===== src/rtl/router_lookup_pkg.sv =====
// Shared types and constants for the output-port-lookup stage and the
// destination-IP table arbiter.
package router_lookup_pkg;

   localparam int TBL_ADDR_WIDTH = 5;
   localparam int TBL_DEPTH      = 1 << TBL_ADDR_WIDTH;

   // Who owns the table RAM in a given cycle; registered, it selects the response.
   typedef enum logic [1:0] {
      G_IDLE = 2'd0,
      G_LKP  = 2'd1,
      G_RD   = 2'd2,
      G_WR   = 2'd3
   } gstate_t;

   // Arbitration order, highest first.
   localparam int PRIO_CPU_STARVED = 0;
   localparam int PRIO_LOOKUP      = 1;
   localparam int PRIO_CPU_WRITE   = 2;
   localparam int PRIO_CPU_READ    = 3;

   // When the CPU side wins, a pending write always goes before a pending read.
   function automatic gstate_t cpu_pick(input logic wr_pending);
      return wr_pending ? G_WR : G_RD;
   endfunction

endpackage


===== src/rtl/dest_ip_table_arbiter_if.sv =====
// Lookup, CPU register and table-RAM signals of the destination-IP table
// arbiter; slave is the arbiter's view, master the surrounding blocks' view.
interface dest_ip_table_arbiter_if #(
   parameter int C_S_AXI_DATA_WIDTH = 32,
   parameter int TBL_ADDR_WIDTH     = router_lookup_pkg::TBL_ADDR_WIDTH
);

   logic                          lkp_req;
   logic [TBL_ADDR_WIDTH-1:0]     lkp_addr;
   logic                          lkp_gnt;
   logic [C_S_AXI_DATA_WIDTH-1:0] lkp_data;
   logic                          lkp_vld;

   logic                          tbl_rd_req;
   logic [TBL_ADDR_WIDTH-1:0]     tbl_rd_addr;
   logic [C_S_AXI_DATA_WIDTH-1:0] tbl_rd_data;
   logic                          tbl_rd_ack;
   logic                          tbl_wr_req;
   logic [TBL_ADDR_WIDTH-1:0]     tbl_wr_addr;
   logic [C_S_AXI_DATA_WIDTH-1:0] tbl_wr_data;
   logic                          tbl_wr_ack;

   logic                          mem_en;
   logic                          mem_we;
   logic [TBL_ADDR_WIDTH-1:0]     mem_addr;
   logic [C_S_AXI_DATA_WIDTH-1:0] mem_wdata;
   logic [C_S_AXI_DATA_WIDTH-1:0] mem_rdata;

   modport slave (
      input  lkp_req, lkp_addr,
      output lkp_gnt, lkp_data, lkp_vld,
      input  tbl_rd_req, tbl_rd_addr, tbl_wr_req, tbl_wr_addr, tbl_wr_data,
      output tbl_rd_data, tbl_rd_ack, tbl_wr_ack,
      output mem_en, mem_we, mem_addr, mem_wdata,
      input  mem_rdata
   );

   modport master (
      output lkp_req, lkp_addr,
      input  lkp_gnt, lkp_data, lkp_vld,
      output tbl_rd_req, tbl_rd_addr, tbl_wr_req, tbl_wr_addr, tbl_wr_data,
      input  tbl_rd_data, tbl_rd_ack, tbl_wr_ack,
      input  mem_en, mem_we, mem_addr, mem_wdata,
      output mem_rdata
   );

endinterface


===== src/rtl/dest_ip_table_arbiter.sv =====
// Shares the single-port destination-IP table RAM between datapath lookups and
// CPU register reads/writes. Statistics counters exist only with DEST_IP_TBL_ARB_STATS_EN.
module dest_ip_table_arbiter
   import router_lookup_pkg::*;
#(
   parameter int C_S_AXI_DATA_WIDTH = 32,
   parameter int TBL_ADDR_WIDTH     = router_lookup_pkg::TBL_ADDR_WIDTH,
   parameter int CPU_MAX_WAIT       = 4
) (
   input  logic                    AXI_ACLK,
   input  logic                    AXI_RESETN,
   dest_ip_table_arbiter_if.slave  bus,
   input  logic                    clear_counters,
   output logic [31:0]             cpu_wait_count,
   output logic [31:0]             cpu_overrun_count
);

   localparam logic [3:0] MAX_WAIT = 4'(CPU_MAX_WAIT);

   gstate_t                       grant;
   gstate_t                       gstate;
   logic                          cpu_gnt;

   logic                          rd_pend;
   logic [TBL_ADDR_WIDTH-1:0]     rd_pend_addr;
   logic                          wr_pend;
   logic [TBL_ADDR_WIDTH-1:0]     wr_pend_addr;
   logic [C_S_AXI_DATA_WIDTH-1:0] wr_pend_data;
   logic [3:0]                    wait_ctr;
   logic [C_S_AXI_DATA_WIDTH-1:0] rd_hold;

   logic                          cpu_pend;
   logic                          starved;

   assign cpu_pend = rd_pend | wr_pend;
   assign starved  = cpu_pend && (wait_ctr == MAX_WAIT);
   assign cpu_gnt  = (grant == G_RD) || (grant == G_WR);

   // Grant decision. Only registered pending requests compete, so a CPU pulse
   // is eligible the cycle after it is captured. Reset idles the RAM at once.
   always_comb begin
      // NOTE: every always_comb output gets a default first so no path can infer a latch.
      grant = G_IDLE;
      if (!AXI_RESETN)      grant = G_IDLE;
      else if (starved)     grant = cpu_pick(wr_pend);
      else if (bus.lkp_req) grant = G_LKP;
      else if (wr_pend)     grant = G_WR;
      else if (rd_pend)     grant = G_RD;
   end

   // NOTE: sequential state uses non-blocking assignments so every flop samples pre-edge values.
   always_ff @(posedge AXI_ACLK or negedge AXI_RESETN) begin
      if (!AXI_RESETN) gstate <= G_IDLE;
      else             gstate <= grant;
   end

   always_comb begin
      bus.lkp_gnt   = (grant == G_LKP);
      bus.mem_en    = (grant != G_IDLE);
      bus.mem_we    = (grant == G_WR);
      bus.mem_addr  = '0;
      bus.mem_wdata = '0;
      unique case (grant)
         G_LKP: bus.mem_addr = bus.lkp_addr;
         G_RD:  bus.mem_addr = rd_pend_addr;
         G_WR: begin
            bus.mem_addr  = wr_pend_addr;
            bus.mem_wdata = wr_pend_data;
         end
         default: ;
      endcase
   end

   // Responses follow last cycle's grant; read data is visible in the ack
   // cycle and held afterwards until the next read ack.
   always_comb begin
      bus.lkp_vld     = (gstate == G_LKP);
      bus.tbl_rd_ack  = (gstate == G_RD);
      bus.tbl_wr_ack  = (gstate == G_WR);
      bus.lkp_data    = bus.lkp_vld ? bus.mem_rdata : '0;
      bus.tbl_rd_data = bus.tbl_rd_ack ? bus.mem_rdata : rd_hold;
   end

   always_ff @(posedge AXI_ACLK or negedge AXI_RESETN) begin
      if (!AXI_RESETN)         rd_hold <= '0;
      else if (gstate == G_RD) rd_hold <= bus.mem_rdata;
   end

   // Pending CPU registers: a pulse is dropped while its register is occupied.
   always_ff @(posedge AXI_ACLK or negedge AXI_RESETN) begin
      if (!AXI_RESETN) begin
         rd_pend      <= 1'b0;
         rd_pend_addr <= '0;
         wr_pend      <= 1'b0;
         wr_pend_addr <= '0;
         wr_pend_data <= '0;
      end else begin
         if (grant == G_RD) begin
            rd_pend <= 1'b0;
         end else if (bus.tbl_rd_req && !rd_pend) begin
            rd_pend      <= 1'b1;
            rd_pend_addr <= bus.tbl_rd_addr;
         end
         if (grant == G_WR) begin
            wr_pend <= 1'b0;
         end else if (bus.tbl_wr_req && !wr_pend) begin
            wr_pend      <= 1'b1;
            wr_pend_addr <= bus.tbl_wr_addr;
            wr_pend_data <= bus.tbl_wr_data;
         end
      end
   end

   // Consecutive lookup wins against a waiting CPU access.
   always_ff @(posedge AXI_ACLK or negedge AXI_RESETN) begin
      if (!AXI_RESETN) begin
         wait_ctr <= '0;
      end else if (cpu_gnt) begin
         wait_ctr <= '0;
      end else if (cpu_pend && (grant == G_LKP) && (wait_ctr != MAX_WAIT)) begin
         wait_ctr <= wait_ctr + 4'd1;
      end
   end

`ifdef DEST_IP_TBL_ARB_STATS_EN
   logic [31:0] wait_cnt;
   logic [31:0] overrun_cnt;
   logic        rd_overrun;
   logic        wr_overrun;

   assign rd_overrun = bus.tbl_rd_req && rd_pend;
   assign wr_overrun = bus.tbl_wr_req && wr_pend;

   always_ff @(posedge AXI_ACLK or negedge AXI_RESETN) begin
      if (!AXI_RESETN) begin
         wait_cnt    <= '0;
         overrun_cnt <= '0;
      end else if (clear_counters) begin
         wait_cnt    <= '0;
         overrun_cnt <= '0;
      end else begin
         if (cpu_pend && !cpu_gnt) wait_cnt <= wait_cnt + 32'd1;
         overrun_cnt <= overrun_cnt + 32'(rd_overrun) + 32'(wr_overrun);
      end
   end

   assign cpu_wait_count    = wait_cnt;
   assign cpu_overrun_count = overrun_cnt;
`else
   logic unused_clear;
   assign unused_clear      = clear_counters;
   assign cpu_wait_count    = '0;
   assign cpu_overrun_count = '0;
`endif

endmodule


===== src/flat_wrapper.sv =====
// flat-port wrapper written by rule: the top's interface ports become plain ports
module dest_ip_table_arbiter_flat import router_lookup_pkg::*;
#(
   parameter int C_S_AXI_DATA_WIDTH = 32,
   parameter int TBL_ADDR_WIDTH     = router_lookup_pkg::TBL_ADDR_WIDTH,
   parameter int CPU_MAX_WAIT       = 4
)
  (AXI_ACLK, AXI_RESETN, clear_counters, cpu_wait_count, cpu_overrun_count, bus_lkp_req, bus_lkp_addr, bus_lkp_gnt, bus_lkp_data, bus_lkp_vld, bus_tbl_rd_req, bus_tbl_rd_addr, bus_tbl_wr_req, bus_tbl_wr_addr, bus_tbl_wr_data, bus_tbl_rd_data, bus_tbl_rd_ack, bus_tbl_wr_ack, bus_mem_en, bus_mem_we, bus_mem_addr, bus_mem_wdata, bus_mem_rdata);
  dest_ip_table_arbiter_if #(.C_S_AXI_DATA_WIDTH(C_S_AXI_DATA_WIDTH), .TBL_ADDR_WIDTH(TBL_ADDR_WIDTH)) bus_i ();
  input  logic AXI_ACLK;
  input  logic AXI_RESETN;
  input  logic clear_counters;
  output logic [31:0] cpu_wait_count;
  output logic [31:0] cpu_overrun_count;
  input wire logic [$bits(bus_i.lkp_req)-1:0] bus_lkp_req;
  input wire logic [$bits(bus_i.lkp_addr)-1:0] bus_lkp_addr;
  output wire logic [$bits(bus_i.lkp_gnt)-1:0] bus_lkp_gnt;
  output wire logic [$bits(bus_i.lkp_data)-1:0] bus_lkp_data;
  output wire logic [$bits(bus_i.lkp_vld)-1:0] bus_lkp_vld;
  input wire logic [$bits(bus_i.tbl_rd_req)-1:0] bus_tbl_rd_req;
  input wire logic [$bits(bus_i.tbl_rd_addr)-1:0] bus_tbl_rd_addr;
  input wire logic [$bits(bus_i.tbl_wr_req)-1:0] bus_tbl_wr_req;
  input wire logic [$bits(bus_i.tbl_wr_addr)-1:0] bus_tbl_wr_addr;
  input wire logic [$bits(bus_i.tbl_wr_data)-1:0] bus_tbl_wr_data;
  output wire logic [$bits(bus_i.tbl_rd_data)-1:0] bus_tbl_rd_data;
  output wire logic [$bits(bus_i.tbl_rd_ack)-1:0] bus_tbl_rd_ack;
  output wire logic [$bits(bus_i.tbl_wr_ack)-1:0] bus_tbl_wr_ack;
  output wire logic [$bits(bus_i.mem_en)-1:0] bus_mem_en;
  output wire logic [$bits(bus_i.mem_we)-1:0] bus_mem_we;
  output wire logic [$bits(bus_i.mem_addr)-1:0] bus_mem_addr;
  output wire logic [$bits(bus_i.mem_wdata)-1:0] bus_mem_wdata;
  input wire logic [$bits(bus_i.mem_rdata)-1:0] bus_mem_rdata;
  assign bus_i.lkp_req = bus_lkp_req;
  assign bus_i.lkp_addr = bus_lkp_addr;
  assign bus_lkp_gnt = bus_i.lkp_gnt;
  assign bus_lkp_data = bus_i.lkp_data;
  assign bus_lkp_vld = bus_i.lkp_vld;
  assign bus_i.tbl_rd_req = bus_tbl_rd_req;
  assign bus_i.tbl_rd_addr = bus_tbl_rd_addr;
  assign bus_i.tbl_wr_req = bus_tbl_wr_req;
  assign bus_i.tbl_wr_addr = bus_tbl_wr_addr;
  assign bus_i.tbl_wr_data = bus_tbl_wr_data;
  assign bus_tbl_rd_data = bus_i.tbl_rd_data;
  assign bus_tbl_rd_ack = bus_i.tbl_rd_ack;
  assign bus_tbl_wr_ack = bus_i.tbl_wr_ack;
  assign bus_mem_en = bus_i.mem_en;
  assign bus_mem_we = bus_i.mem_we;
  assign bus_mem_addr = bus_i.mem_addr;
  assign bus_mem_wdata = bus_i.mem_wdata;
  assign bus_i.mem_rdata = bus_mem_rdata;
  dest_ip_table_arbiter #(.C_S_AXI_DATA_WIDTH(C_S_AXI_DATA_WIDTH), .TBL_ADDR_WIDTH(TBL_ADDR_WIDTH), .CPU_MAX_WAIT(CPU_MAX_WAIT)) u_core (.AXI_ACLK(AXI_ACLK), .AXI_RESETN(AXI_RESETN), .bus(bus_i), .clear_counters(clear_counters), .cpu_wait_count(cpu_wait_count), .cpu_overrun_count(cpu_overrun_count));
endmodule

===== config.mk =====
export PLATFORM = sky130hd
export DESIGN_NAME = dest_ip_table_arbiter_flat
export DESIGN_NICKNAME = d
export VERILOG_FILES = /design/src/rtl/router_lookup_pkg.sv /design/src/rtl/dest_ip_table_arbiter_if.sv /design/src/rtl/dest_ip_table_arbiter.sv /design/src/flat_wrapper.sv
export SDC_FILE = /design/constraint.sdc
export NUM_CORES = 1
export LEC_CHECK = 0
export ABC_AREA = 1
export CORE_ASPECT_RATIO = 1.25
export CORE_MARGIN = 2
export CORE_UTILIZATION = 39
export DETAILED_ROUTE_END_ITERATION = 12
export PLACE_DENSITY = 0.82
export RECOVER_POWER = 25
export SLEW_MARGIN = 20
export SYNTH_ARGS = -nofsm -noshare
export SYNTH_HDL_FRONTEND = slang
export SYNTH_SLANG_ARGS = --single-unit

===== constraint.sdc =====
create_clock -name AXI_ACLK -period 2 [get_ports AXI_ACLK]
set_input_delay 0.5 -clock AXI_ACLK [delete_from_list [all_inputs] [get_ports AXI_ACLK]]
set_output_delay 0.5 -clock AXI_ACLK [all_outputs]
set_load 0.02 [all_outputs]

==> impl_metrics.tcl <==
set metrics [dict create \
    viasPerCell 4.527 \
    ys_seq_area_share_pct 45.62 \
    grt_max_degree 51 \
    ir_worst_vdd_uv 580.4 \
    antenna_found_initial 0 \
    r2r_cells 7 \
    die_height_um 124.1 \
    ys_types 27 \
    drive_above_1_share_pct 38.42 \
    synth_area_leaders "dfrtp_1, buf_4, nor2_4" \
    avgSynthCellArea_um2 8.717 \
    crit_path_start "u_core.wait_ctr[0]" \
    fin_area_um2 7497 \
    fmaxAchievable_mhz 442.0 \
    cts_root_buf "clkbuf_16" \
    synth.most_common_cell "dfrtp_1" \
    maxSlewViolCount 0 \
    critical_path_arrival_ns 1.76 \
    post-route-util_pct 66.99 \
    fin_ws_ns -0.2626 \
    rr_startpoint "u_core.wr_pend" \
    synth_seq_cells 82 \
    status "finished with violations" \
    p_leak_nw 3.890 \
    crit_end "bus_mem_wdata[31]" \
    synth_edf_count 0 \
    setup-tns-final_ns -12.89 \
    synthFlopType "dfrtp_1" \
    worst_pin_slew_ns 0.6878 \
    endpoint_kind "output pin" \
    hpwl_um 8973 \
    reg2reg_to "u_core.wr_pend_data[19]" \
    regArea_um2 2052 \
    overflow 0 \
    cts_tree "done" \
    grtUsageTotal_pct 20.16 \
    syn_area_um2 4498 \
    numClockSinks 82 \
    first_global_vias 4129 \
    violations "negative setup slack" \
    clk_latency_ns 0.33 \
    dieArea_um2 12410 \
    die_x_um 100.1 \
    firstDrtPassIters 4 \
    synth_cells 516 \
    area_growth_pct 66.68 \
    path_clk_slew_ns 0.06 \
    fillers 847 \
    drt-total-wl_um 12800 \
    criticalPathCategory "register to output pin" \
    synth_common_cells "dfrtp_1, inv_1, nor2_1" \
    drt_iter0_markers 98 \
    path_max_fanout 5 \
    max_slew_margin_pct 54.15 \
    cts_buffers 9 \
    p_per_area_nw_per_um2 1033 \
    nets 869 \
    critPathRequiredTime_ns 1.50 \
    hp-class "input port to asynchronous set/reset pin" \
    ys_warn_count 0 \
    drc_errors 0 \
    synth_top_area_share_pct 45.62 \
    skew_ns 0.002322 \
    port-buffer-count 190 \
    hold_ws_ns 0.2683 \
    rows 43 \
    ios 256 \
    fin_crit_ns 2.263 \
    setup_viol 73 \
    r2r_slack_ns 0.45 \
    clock_path_buffers 2 \
    initial_utilization_pct 40.19 \
    hold_viol 0 \
    wl_per_cell_um 13.90 \
    globalplace.congestion 0.8260 \
    vias 4169 \
    rsz0062_at_grt "true" \
    synth_top_cell_by_area "dfrtp_1" \
    multiInputGateArea_um2 2027 \
    insertedDiodeCount 0 \
    detail-route-antenna-nets 0 \
    place_area_um2 6817 \
    synthArstFlopShare_pct 100.0 \
    htree_num_levels 3 \
    start_kind "register" \
    period_share_pct 113.1 \
    core_um2 11190 \
    maxCapViolCount 0 \
    grt_pass1_wl_um 19510 \
]
cell families (layout without fill, tap and decap cells):
kind of cell,count (synthesis),in the layout,synth area share (%)
buf+inv,171,377,21.11
other cells,1,64,0.08337
flops,82,82,45.62
fa+ha+maj,2,2,0.5562
compound gates,72,72,8.345
simple gates,177,178,21.59
xor+xnor,1,1,0.1948
mux,10,10,2.504
metal layers:
layer / share of wire (%) / global-route usage (%)
met1: 36 / 22.21
met2: 54 / 37.16
met3: 6.3 / 3.760
met4: 3.2 / 9.846
met5: 0 / 0
worst max-delay path, cell delays in order (launching register included):
cell and delay (ns):
dfrtp_1 0.38, inv_2 0.08, ha_4 0.14, nand3_4 0.08, nand2_8 0.11, nand2_8 0.07, clkinv_8 0.07, buf_12 0.10
nand2_8 0.06, buf_6 0.12, nor2_4 0.08, buf_6 0.12
cells in the final DEF, fill, tap and decap left out, types with 2 or more instances in the layout:
master,synthesis,layout
clkbuf_1,8,2
nand3_1,4,3
nand4_1,17,17
buf_12,3,8
o21ai_0,37,5
nor2_4,30,33
o21ai_1,0,7
buf_2,10,29
o21ai_2,0,17
mux2_2,10,10
nand2_8,1,4
inv_1,81,79
a21oi_1,32,32
buf_4,64,87
nand2_2,0,7
buf_6,0,64
clkbuf_8,0,3
nand2_1,53,42
o21ai_4,0,8
inv_2,2,4
conb_1,1,64
clkdlybuf4s50_1,0,81
nand2_4,2,4
buf_16,0,3
nor2_1,69,63
clkbuf_16,0,9
dfrtp_1,82,82
nor2_2,1,4
dlygate4sd2_1,0,2
registers in the layout (all words and copies together), names as in the netlist:
| signal | count |
|---|---|
| u_core.wait_ctr | 4 |
| u_core.wr_pend | 1 |
| u_core.gstate | 2 |
| u_core.wr_pend_data | 32 |
| u_core.wr_pend_addr | 5 |
| u_core.rd_pend | 1 |
| u_core.rd_hold | 32 |
| u_core.rd_pend_addr | 5 |
metrics by stage:
stage / std cells / worst slack (ns) / total power [mW]
final: 921 / -0.2626 / 7.741
after global routing: 921 / -0.3479 / 8.156
after CTS: 916 / -0.3245 / 7.619
after detailed placement: 892 / -0.8306 / 5.650
after global placement: 892 / -0.7796 / 5.540
after floorplan: 579 / 0.04814 / 4.149
where the power goes:
part	internal (mW)	leakage, nW	switching (mW)
Sequential	2.19	0.959	0.216
Clock	1.06	0.152	0.607
Combinational	1.70	2.78	1.97
layout make-up:
class	count	share of cell area (%)
clock buffer	13	3.605
timing repair buffer	278	34.90
inverter	84	4.372
multi-input combinational	327	27.04
tap	135	2.253
sequential	82	27.37
clock inverter	2	0.4673
timing repair:
| action | CTS | global route |
|---|---|---|
| hold endpoints to repair | 0 | 0 |
| resized for setup | 661 | 45 |
| buffers inserted | 5 | 8 |
| hold buffers | 0 | 0 |
| endpoints found under the setup margin | 106 | 92 |
| gates cloned | 5 | 0 |
| pin swaps | 13 | 15 |
how the worst min path moves through the flow:
stage                    start                      to  slack [ns]
CTS                 AXI_RESETN  u_core.rd_pend_addr[3]        0.11
finish              AXI_RESETN  u_core.rd_pend_addr[2]        0.27
detailed placement  AXI_RESETN  u_core.rd_pend_addr[2]        0.47
floorplan           AXI_RESETN        u_core.gstate[0]        0.20
global placement    AXI_RESETN  u_core.rd_pend_addr[2]        0.47
global route        AXI_RESETN  u_core.rd_pend_addr[2]        0.30
Note: power is estimated with default switching activity, not from simulation.
